[src/rtl/booth_sched_if.sv]
// Request/response and multiplier-side signal bundle for booth_sched.
// The slave modport is the scheduler's view; master is the environment's view.
interface booth_sched_if #(
  parameter int NREQ = 4,
  parameter int N    = 4
);
  localparam int IW = $clog2(NREQ);

  logic [NREQ-1:0]   req;
  logic [NREQ*N-1:0] im_bus;
  logic [NREQ*N-1:0] iq_bus;
  logic [NREQ-1:0]   gnt;
  logic              busy;
  logic              rsp_vld;
  logic [IW-1:0]     rsp_id;
  logic [2*N-1:0]    rsp_p;
  logic              rsp_err;
  logic              m_rst;
  logic [N-1:0]      m_im;
  logic [N-1:0]      m_iq;
  logic              m_pd;
  logic [2*N-1:0]    m_p;

  modport slave (
    input  req, im_bus, iq_bus, m_pd, m_p,
    output gnt, busy, rsp_vld, rsp_id, rsp_p, rsp_err, m_rst, m_im, m_iq
  );

  modport master (
    output req, im_bus, iq_bus, m_pd, m_p,
    input  gnt, busy, rsp_vld, rsp_id, rsp_p, rsp_err, m_rst, m_im, m_iq
  );
endinterface

[src/rtl/booth_sched.sv]
// Round-robin scheduler sharing one booth multiplier between NREQ requesters,
// with a done-timeout that returns an error response instead of hanging.
module booth_sched #(
  parameter int NREQ = 4,
  parameter int N    = 4,
  parameter int TMO  = 31
) (
  input  logic         clk,
  input  logic         rst,
  booth_sched_if.slave bus
);
  localparam int IW = $clog2(NREQ);
  localparam logic [7:0] TMO_CNT = 8'(TMO);

  typedef enum logic [1:0] {
    IDLE = 2'd0,
    LOAD = 2'd1,
    WAIT = 2'd2,
    DONE = 2'd3
  } state_t;

  state_t          state;
  logic [IW-1:0]   last_id;
  logic [IW-1:0]   cur_id;
  logic [IW-1:0]   win;
  logic [NREQ-1:0] win_onehot;
  logic [N-1:0]    win_im;
  logic [N-1:0]    win_iq;
  logic [7:0]      timer;
  logic [7:0]      timer_nxt;

  // Scan from last+NREQ down to last+1 so the nearest requester after last wins.
  function automatic logic [IW-1:0] rr_pick(input logic [NREQ-1:0] r,
                                            input logic [IW-1:0]   last);
    logic [IW-1:0] pick;
    logic [IW:0]   s;
    pick = last;
    for (int k = NREQ; k >= 1; k--) begin
      s = {1'b0, last} + (IW+1)'(k);
      s = (s >= (IW+1)'(NREQ)) ? (s - (IW+1)'(NREQ)) : s;
      pick = r[s[IW-1:0]] ? s[IW-1:0] : pick;
    end
    return pick;
  endfunction

  // Winner selection and operand steering for the next grant.
  always_comb begin
    win        = rr_pick(bus.req, last_id);
    win_onehot = {NREQ{1'b0}};
    win_im     = {N{1'b0}};
    win_iq     = {N{1'b0}};
    for (int k = 0; k < NREQ; k++) begin
      win_onehot[k] = (win == IW'(k));
      win_im        = (win == IW'(k)) ? bus.im_bus[k*N +: N] : win_im;
      win_iq        = (win == IW'(k)) ? bus.iq_bus[k*N +: N] : win_iq;
    end
    timer_nxt = timer + 8'd1;
  end

  // Scheduler FSM with all outputs registered.
  always_ff @(posedge clk or negedge rst) begin
    if (!rst) begin
      state       <= IDLE;
      last_id     <= IW'(NREQ-1);
      cur_id      <= {IW{1'b0}};
      timer       <= 8'd0;
      bus.gnt     <= {NREQ{1'b0}};
      bus.busy    <= 1'b0;
      bus.rsp_vld <= 1'b0;
      bus.rsp_id  <= {IW{1'b0}};
      bus.rsp_p   <= {(2*N){1'b0}};
      bus.rsp_err <= 1'b0;
      bus.m_rst   <= 1'b1;
      bus.m_im    <= {N{1'b0}};
      bus.m_iq    <= {N{1'b0}};
    end else begin
      case (state)
        IDLE: begin
          if (|bus.req) begin
            state     <= LOAD;
            bus.gnt   <= win_onehot;
            bus.m_im  <= win_im;
            bus.m_iq  <= win_iq;
            cur_id    <= win;
            bus.m_rst <= 1'b0;
            bus.busy  <= 1'b1;
          end
        end
        LOAD: begin
          state     <= WAIT;
          bus.gnt   <= {NREQ{1'b0}};
          bus.m_rst <= 1'b1;
          timer     <= 8'd0;
        end
        WAIT: begin
          timer <= timer_nxt;
          // A done seen while timer is still 0 may be left over from the previous job.
          if ((timer != 8'd0) && bus.m_pd) begin
            state       <= DONE;
            bus.rsp_p   <= bus.m_p;
            bus.rsp_err <= 1'b0;
            bus.rsp_vld <= 1'b1;
            bus.rsp_id  <= cur_id;
          end else if (timer_nxt == TMO_CNT) begin
            state       <= DONE;
            bus.rsp_p   <= {(2*N){1'b0}};
            bus.rsp_err <= 1'b1;
            bus.rsp_vld <= 1'b1;
            bus.rsp_id  <= cur_id;
          end
        end
        DONE: begin
          state       <= IDLE;
          bus.rsp_vld <= 1'b0;
          bus.busy    <= 1'b0;
          last_id     <= cur_id;
        end
        default: begin
          state       <= IDLE;
          bus.gnt     <= {NREQ{1'b0}};
          bus.busy    <= 1'b0;
          bus.rsp_vld <= 1'b0;
          bus.m_rst   <= 1'b1;
        end
      endcase
    end
  end
endmodule

[src/flat_wrapper.sv]
// flat-port wrapper written by rule: the top's interface ports become plain ports
module booth_sched_flat 
#(
  parameter int NREQ = 4,
  parameter int N    = 4,
  parameter int TMO  = 31
)
  (clk, rst, bus_req, bus_im_bus, bus_iq_bus, bus_m_pd, bus_m_p, bus_gnt, bus_busy, bus_rsp_vld, bus_rsp_id, bus_rsp_p, bus_rsp_err, bus_m_rst, bus_m_im, bus_m_iq);
  booth_sched_if #(.NREQ(NREQ), .N(N)) bus_i ();
  input  logic clk;
  input  logic rst;
  input wire logic [$bits(bus_i.req)-1:0] bus_req;
  input wire logic [$bits(bus_i.im_bus)-1:0] bus_im_bus;
  input wire logic [$bits(bus_i.iq_bus)-1:0] bus_iq_bus;
  input wire logic [$bits(bus_i.m_pd)-1:0] bus_m_pd;
  input wire logic [$bits(bus_i.m_p)-1:0] bus_m_p;
  output wire logic [$bits(bus_i.gnt)-1:0] bus_gnt;
  output wire logic [$bits(bus_i.busy)-1:0] bus_busy;
  output wire logic [$bits(bus_i.rsp_vld)-1:0] bus_rsp_vld;
  output wire logic [$bits(bus_i.rsp_id)-1:0] bus_rsp_id;
  output wire logic [$bits(bus_i.rsp_p)-1:0] bus_rsp_p;
  output wire logic [$bits(bus_i.rsp_err)-1:0] bus_rsp_err;
  output wire logic [$bits(bus_i.m_rst)-1:0] bus_m_rst;
  output wire logic [$bits(bus_i.m_im)-1:0] bus_m_im;
  output wire logic [$bits(bus_i.m_iq)-1:0] bus_m_iq;
  assign bus_i.req = bus_req;
  assign bus_i.im_bus = bus_im_bus;
  assign bus_i.iq_bus = bus_iq_bus;
  assign bus_i.m_pd = bus_m_pd;
  assign bus_i.m_p = bus_m_p;
  assign bus_gnt = bus_i.gnt;
  assign bus_busy = bus_i.busy;
  assign bus_rsp_vld = bus_i.rsp_vld;
  assign bus_rsp_id = bus_i.rsp_id;
  assign bus_rsp_p = bus_i.rsp_p;
  assign bus_rsp_err = bus_i.rsp_err;
  assign bus_m_rst = bus_i.m_rst;
  assign bus_m_im = bus_i.m_im;
  assign bus_m_iq = bus_i.m_iq;
  booth_sched #(.NREQ(NREQ), .N(N), .TMO(TMO)) u_core (.clk(clk), .rst(rst), .bus(bus_i));
endmodule
[config.mk]
export PLATFORM = sky130hd
export DESIGN_NAME = booth_sched_flat
export DESIGN_NICKNAME = d
export VERILOG_FILES = /design/src/rtl/booth_sched_if.sv /design/src/rtl/booth_sched.sv /design/src/flat_wrapper.sv
export SDC_FILE = /design/constraint.sdc
export NUM_CORES = 1
export LEC_CHECK = 0
export CAP_MARGIN = 20
export CORE_MARGIN = 8
export CORE_UTILIZATION = 50
export CTS_BUF_LIST = sky130_fd_sc_hd__clkbuf_16
export DETAILED_ROUTE_END_ITERATION = 10
export PLACE_DENSITY = 0.85
export SYNTH_ARGS = -nofsm -noshare
export SYNTH_HDL_FRONTEND = slang
export SYNTH_SLANG_ARGS = --single-unit
[constraint.sdc]
create_clock -name clk -period 3.3 [get_ports clk]
set_clock_uncertainty 0.2 [all_clocks]
set_input_delay 0.495 -clock clk [delete_from_list [all_inputs] [get_ports clk]]
set_output_delay 0.495 -clock clk [all_outputs]
set_load 0.02 [all_outputs]
Yosys cells after proc, flatten, opt, wreduce, memory -nomap -nowiden
Cells that the tools add are included.
{ "word_totals": {"reg_bits": 40, "elab_cells": 98, "input_bits": 47} }
{ "op_classes": {"n_addsub": 9, "muxes": 43, "n_reduce_logical": 16, "eq_ne": 9, "order_cmp": 8} }
{ "op_table": {"columns": ["operator", "count"], "rows": [
  ["2-to-1 mux 4 bit", 9],
  ["2-to-1 mux 2 bit", 13],
  ["2-to-1 mux 8 bit", 2],
  ["one-hot mux 8 bit (2 select lines)", 1],
  ["greater-or-equal comparator 3 bit, second input constant", 4],
  ["less-than comparator 2 x 3 -> 1 bit, second input constant", 4],
  ["AND reduction 2 bit", 6],
  ["nonzero test 2 bit", 5],
  ["2-to-1 mux 1 bit", 9],
  ["adder 8 x 1 -> 8 bit, second input constant", 1],
  ["binary-select mux 1 bit (select 2 bit)", 4],
  ["== test 2 bit, second input constant", 4],
  ["== test 8 x 5 -> 1 bit, second input constant", 1],
  ["one-hot mux 2 bit (4 select lines)", 1],
  ["one-hot mux 4 bit (2 select lines)", 1],
  ["nonzero test 8 bit", 1],
  ["subtractor 2 x 1 -> 2 bit, second input constant", 4],
  ["adder 2 x 2 -> 3 bit, second input constant", 2],
  ["one-hot mux 1 bit (2 select lines)", 3],
  ["== test 2 x 1 -> 1 bit, second input constant", 2],
  ["zero test 2 bit", 2],
  ["OR reduction 4 bit", 1],
  ["adder 2 x 1 -> 3 bit, second input constant", 1],
  ["adder 2 x 3 -> 3 bit, second input constant", 1],
  ["other kinds (3)", 3]
]} }

Logic depth before layout (Yosys ltp)
{ "depth": {"word_depth": 14, "ltp_mapped": 8, "ltp_nobuf": 7} }

Least setup slack after synthesis
No wires, ideal clock.
{ "synth_timing": {"path_kind": "flip-flop to flip-flop", "start": "reg u_core.state[0]", "end": "reg u_core.bus.rsp_id[0]", "required_ns": 2.972, "stages_incl_launch_ff": 8, "arrival_time_ns": 1.902, "path_slack_ns": 1.071, "cell_sequence": "dfrtp_1 -> inv_1 -> ha_1 -> clkbuf_1 -> inv_1 -> or3_1 -> o21ai_2 -> mux2_1"} }
{ "synth_via": {"elab_chain_len": 2} }
{ "synth_lines": {"columns": ["item", "line", "rtl"], "rows": [
  ["from (decl)", "booth_sched.sv:22", "state_t state;"],
  ["from (signal assigned)", "booth_sched.sv:63", "state <= IDLE;"],
  ["from (signal assigned)", "booth_sched.sv:80", "state <= LOAD;"],
  ["from (signal assigned)", "booth_sched.sv:90", "state <= WAIT;"],
  ["== test 2 bit", "booth_sched.sv:77", "case (state)"],
  ["AND reduction 2 bit (no line)", null, null],
  ["to (signal assigned)", "booth_sched.sv:70", "bus.rsp_id <= {IW{1'b0}};"],
  ["to (signal assigned)", "booth_sched.sv:103", "bus.rsp_id <= cur_id;"],
  ["to (signal assigned)", "booth_sched.sv:109", "bus.rsp_id <= cur_id;"],
  ["to (decl)", "booth_sched_if.sv:26", "output gnt, busy, rsp_vld, rsp_id, rsp_p, rsp_err, m_rst, m_im, m_iq"]
]} }
No other way between the ends.
A chain may end at the register's enable or synchronous reset.

Worst setup path after layout
{ "layout_timing": {"start": "in bus_req[1]", "end": "reg u_core.bus.gnt[2]"} }
{ "layout_via": {"elab_chain_len": 9, "elab_cells_between_ends": 18} }
{ "layout_lines": {"columns": ["item", "line", "rtl"], "rows": [
  ["from (decl)", "flat_wrapper.sv:12", "input wire logic [$bits(bus_i.req)-1:0] bus_req;"],
  ["binary-select mux 1 bit (select 2 bit)", "booth_sched.sv:41", "pick = r[s[IW-1:0]] ? s[IW-1:0] : pick;"],
  ["2-to-1 mux 1 bit (not written as such)", "booth_sched.sv:41", null],
  ["2-to-1 mux 2 bit (4 in series)", "booth_sched.sv:41", null],
  ["== test 2 bit", "booth_sched.sv:53", "win_onehot[k] = (win == IW'(k));"],
  ["2-to-1 mux 4 bit", "booth_sched.sv:79", "if (|bus.req) begin"],
  ["one-hot mux 4 bit (2 select lines)", "booth_sched.sv:77", null],
  ["to (signal assigned)", "booth_sched.sv:67", "bus.gnt <= {NREQ{1'b0}};"],
  ["to (signal assigned)", "booth_sched.sv:81", "bus.gnt <= win_onehot;"],
  ["to (signal assigned)", "booth_sched.sv:91", "bus.gnt <= {NREQ{1'b0}};"],
  ["to (decl)", "booth_sched_if.sv:26", null]
]} }
Several ways; a longest one is shown, not always the timed one. The select of a mux whose other input is x is not followed.

==> results.toml <==
[synth]
ys_ff_latch = 40
synthTopCellsByCount = "43 x nand2_1, 37 x dfrtp_1, 20 x o21ai_0"
synth_edf_count = 0
ys.flop_type = "dfrtp_1"
synth_area_sq_mm = 0.00235
synth_area_leaders = "dfrtp_1 39%, nand2_1 6.9%, ha_1 4.3%, mux2i_1 4.3%, o21ai_0 4.3%"
synth_area_leader_cell = "dfrtp_1"
synthDistinctLibCells = 46
yosysTopAreaCellShare_pct = 39.4
synth_seq_area_share_pct = 42.8
synth_most_common_cell = "nand2_1"
async_flop_share_pct = 100
syn_nets = 307
yosysWarnings = 0
avgSynthCellArea_sq_um = 9.31
syn_inst = 252

[floorplan]
core_area_sq_mm = 0.00463
pin_count = 73
initial_utilization_pct = 50.7
num_rows = 25
fp.dieW_um = 84.5
fp.dieArea_sq_mm = 0.00714
die_h_um = 84.5

[critical_path]
start_kind = "input port"
r2r_cells = 6
crit_arrival_ns = 2.43
critPathCaptureType = "flip-flop"
critical_path_class = "input port to flip-flop"
worst-endpoint-required_ns = 3.27
cp-startpoint = "bus_req[1]"
reg2reg_to = "u_core.bus.rsp_id[0]$_DFFE_PN0P_"
rrSetupSlack_ns = 0.87
critPathCapture = "u_core.bus.gnt[2]$_DFFE_PN0P_"
r2r_start = "u_core.timer[1]$_DFFE_PN0P_"
crit_fanout = 10

[finish]
antenna_cells = 0
nNetsFinal = 378
fin_util_pct = 70.5
fillers = 357
syn_to_final_growth_pct = 39.1
finalNonFillerCells = 378
layout-drive-gt1-share_pct = 7.41

[drt]
viasPerCell = 5.70
avgRoutedWirePerCell_um = 17.2
drc = 0
dr.pass1.iters = 4
routed_wl_um = 6500
vias = 2156
initialDrtViolationCount = 73
drtAntennaViolNets = 0

[clock_tree]
h-tree-depth = 2
clk_latency_ns = 0.28
postCtsSetupBuffers = 0
cts_sinks = 40
cts_buffer_depth = 2
ctsHoldBuffers = 0
cts_buffers = 5
path_clk_slew_ns = 0.06
cts_resized = 0
cts_tree = "built"
root_buffer = "clkbuf_16"

[global_route]
grt_max_degree = 41
globalRouteOverflowTotal = 0
antenna_found_initial = 0
grt_pass1_wl_um = 10700
grt_usage_pct = 18.4
grt_pass1_vias = 2095

[timing]
fin_crit_ns = 2.46
timing.hold.ws_ns = 0.132
finalHoldViolations = 0
timing.final.max_slew_violations = 0
worst_pin_slew_ns = 0.882
slew_headroom_pct = 41.2
fin_crit_sh_pct = 74.6
timing.fmax_ghz = 0.406
finalSetupViolations = 0
fin_tns_setup_ns = 0
rsz0062_at_grt = "no"

[placement]
portBuffers = 72
place_hpwl_um = 4870
gp_congestion = 0.811
dp.cells = 370

[outcome]
run_status = "complete, no violations"

[job]
max_cap_violations = 0

[worst_hold_path]
min_path_type = "input port to asynchronous set/reset pin"

[power]
power.density_mw_per_mm2 = 870
ir_drop_uv = 429
power_leakage_nw = 1.37
cell families after synthesis:
group,count (synthesis),synth area share (%)
muxes,13,5.70
buffers and inverters,19,3.46
DFF,40,42.8
AOI/OAI and AO/OA,75,22.8
and+or+nand+nor,95,20.3
xor gates and xnor gates,2,0.746
adders and majority gates,8,4.26
routing by layer:
metal	global-route usage (%)	vias to the layer above	wire (um)
met4	6.31	0	112
met3	4.88	9	335
met5	0	-	0
met1	22.6	1024	2820
li1	-	1055	-
met2	30.4	68	3230
area by class of cell:
class | instances | area, sq um | share of cell area [%]
inverters | 8 | 30.0 | 0.920
repair buffers | 75 | 738 | 22.6
well taps | 54 | 67.6 | 2.07
clock inverters | 3 | 38.8 | 1.19
clock buffers | 5 | 125 | 3.83
multi-input cells | 193 | 1260 | 38.6
flip-flops and latches | 40 | 1000 | 30.8
metrics by stage:
step | setup slack [ns] | cell area [sq um] | total power [mW]
global route | 0.756 | 3270 | 3.03
global placement | 0.640 | 3100 | 2.25
floorplan | 1.07 | 2350 | 1.74
CTS | 0.858 | 3270 | 2.86
finish | 0.837 | 3270 | 2.84
detailed placement | 0.571 | 3100 | 2.31
cell usage in the layout, fill, tap and decap left out, drive strengths merged, types with 6 or more instances in the layout:
| cell | n |
|---|---|
| clkdlybuf4s50 | 71 |
| dfrtp | 37 |
| inv | 9 |
| mux2i | 10 |
| ha | 8 |
| nand2 | 44 |
| nand2b | 6 |
| a211o | 8 |
| o211ai | 8 |
| nand3 | 13 |
| o21ai | 29 |
| nor2 | 16 |
| a22o | 7 |
critical path, stage by stage:
cell and delay [ns]:
clkdlybuf4s50_1 0.60, nand2b_1 0.18, a32oi_4 0.43, nand2_4 0.21, a32o_1 0.30, a22o_1 0.23
state kept, by name, indices dropped and copies added (netlist names), 2 cells and up:
register           count
u_core.bus.rsp_id      2
u_core.cur_id          2
u_core.state           2
u_core.last_id         2
u_core.timer           8
u_core.bus.m_iq        4
u_core.bus.m_im        4
u_core.bus.gnt         4
u_core.bus.rsp_p       8
report_power, final:
part	internal (mW)	leakage [nW]	switching [mW]	total, mW
registers	0.696	0.506	0.144	0.840
clock network	0.353	0.0850	0.192	0.545
logic	0.651	0.774	0.807	1.46
worst min-delay path by stage:
stage | from | end | slack, ns | depth (start not counted)
after detailed placement | u_core.bus.rsp_err$_DFFE_PN0P_ | u_core.bus.rsp_err$_DFFE_PN0P_ | 0.28 | 1
after floorplan | rst | u_core.bus.busy$_DFFE_PN0P_ | -0.0006 | 0
after CTS | rst | u_core.bus.m_im[2]$_DFFE_PN0P_ | 0.17 | 1
after global placement | u_core.bus.rsp_id[0]$_DFFE_PN0P_ | u_core.bus.rsp_id[0]$_DFFE_PN0P_ | 0.28 | 1
after global routing | rst | u_core.bus.m_im[0]$_DFFE_PN0P_ | 0.22 | 1
final | rst | u_core.bus.m_im[2]$_DFFE_PN0P_ | 0.13 | 1
(Power assumes the default switching activity.)
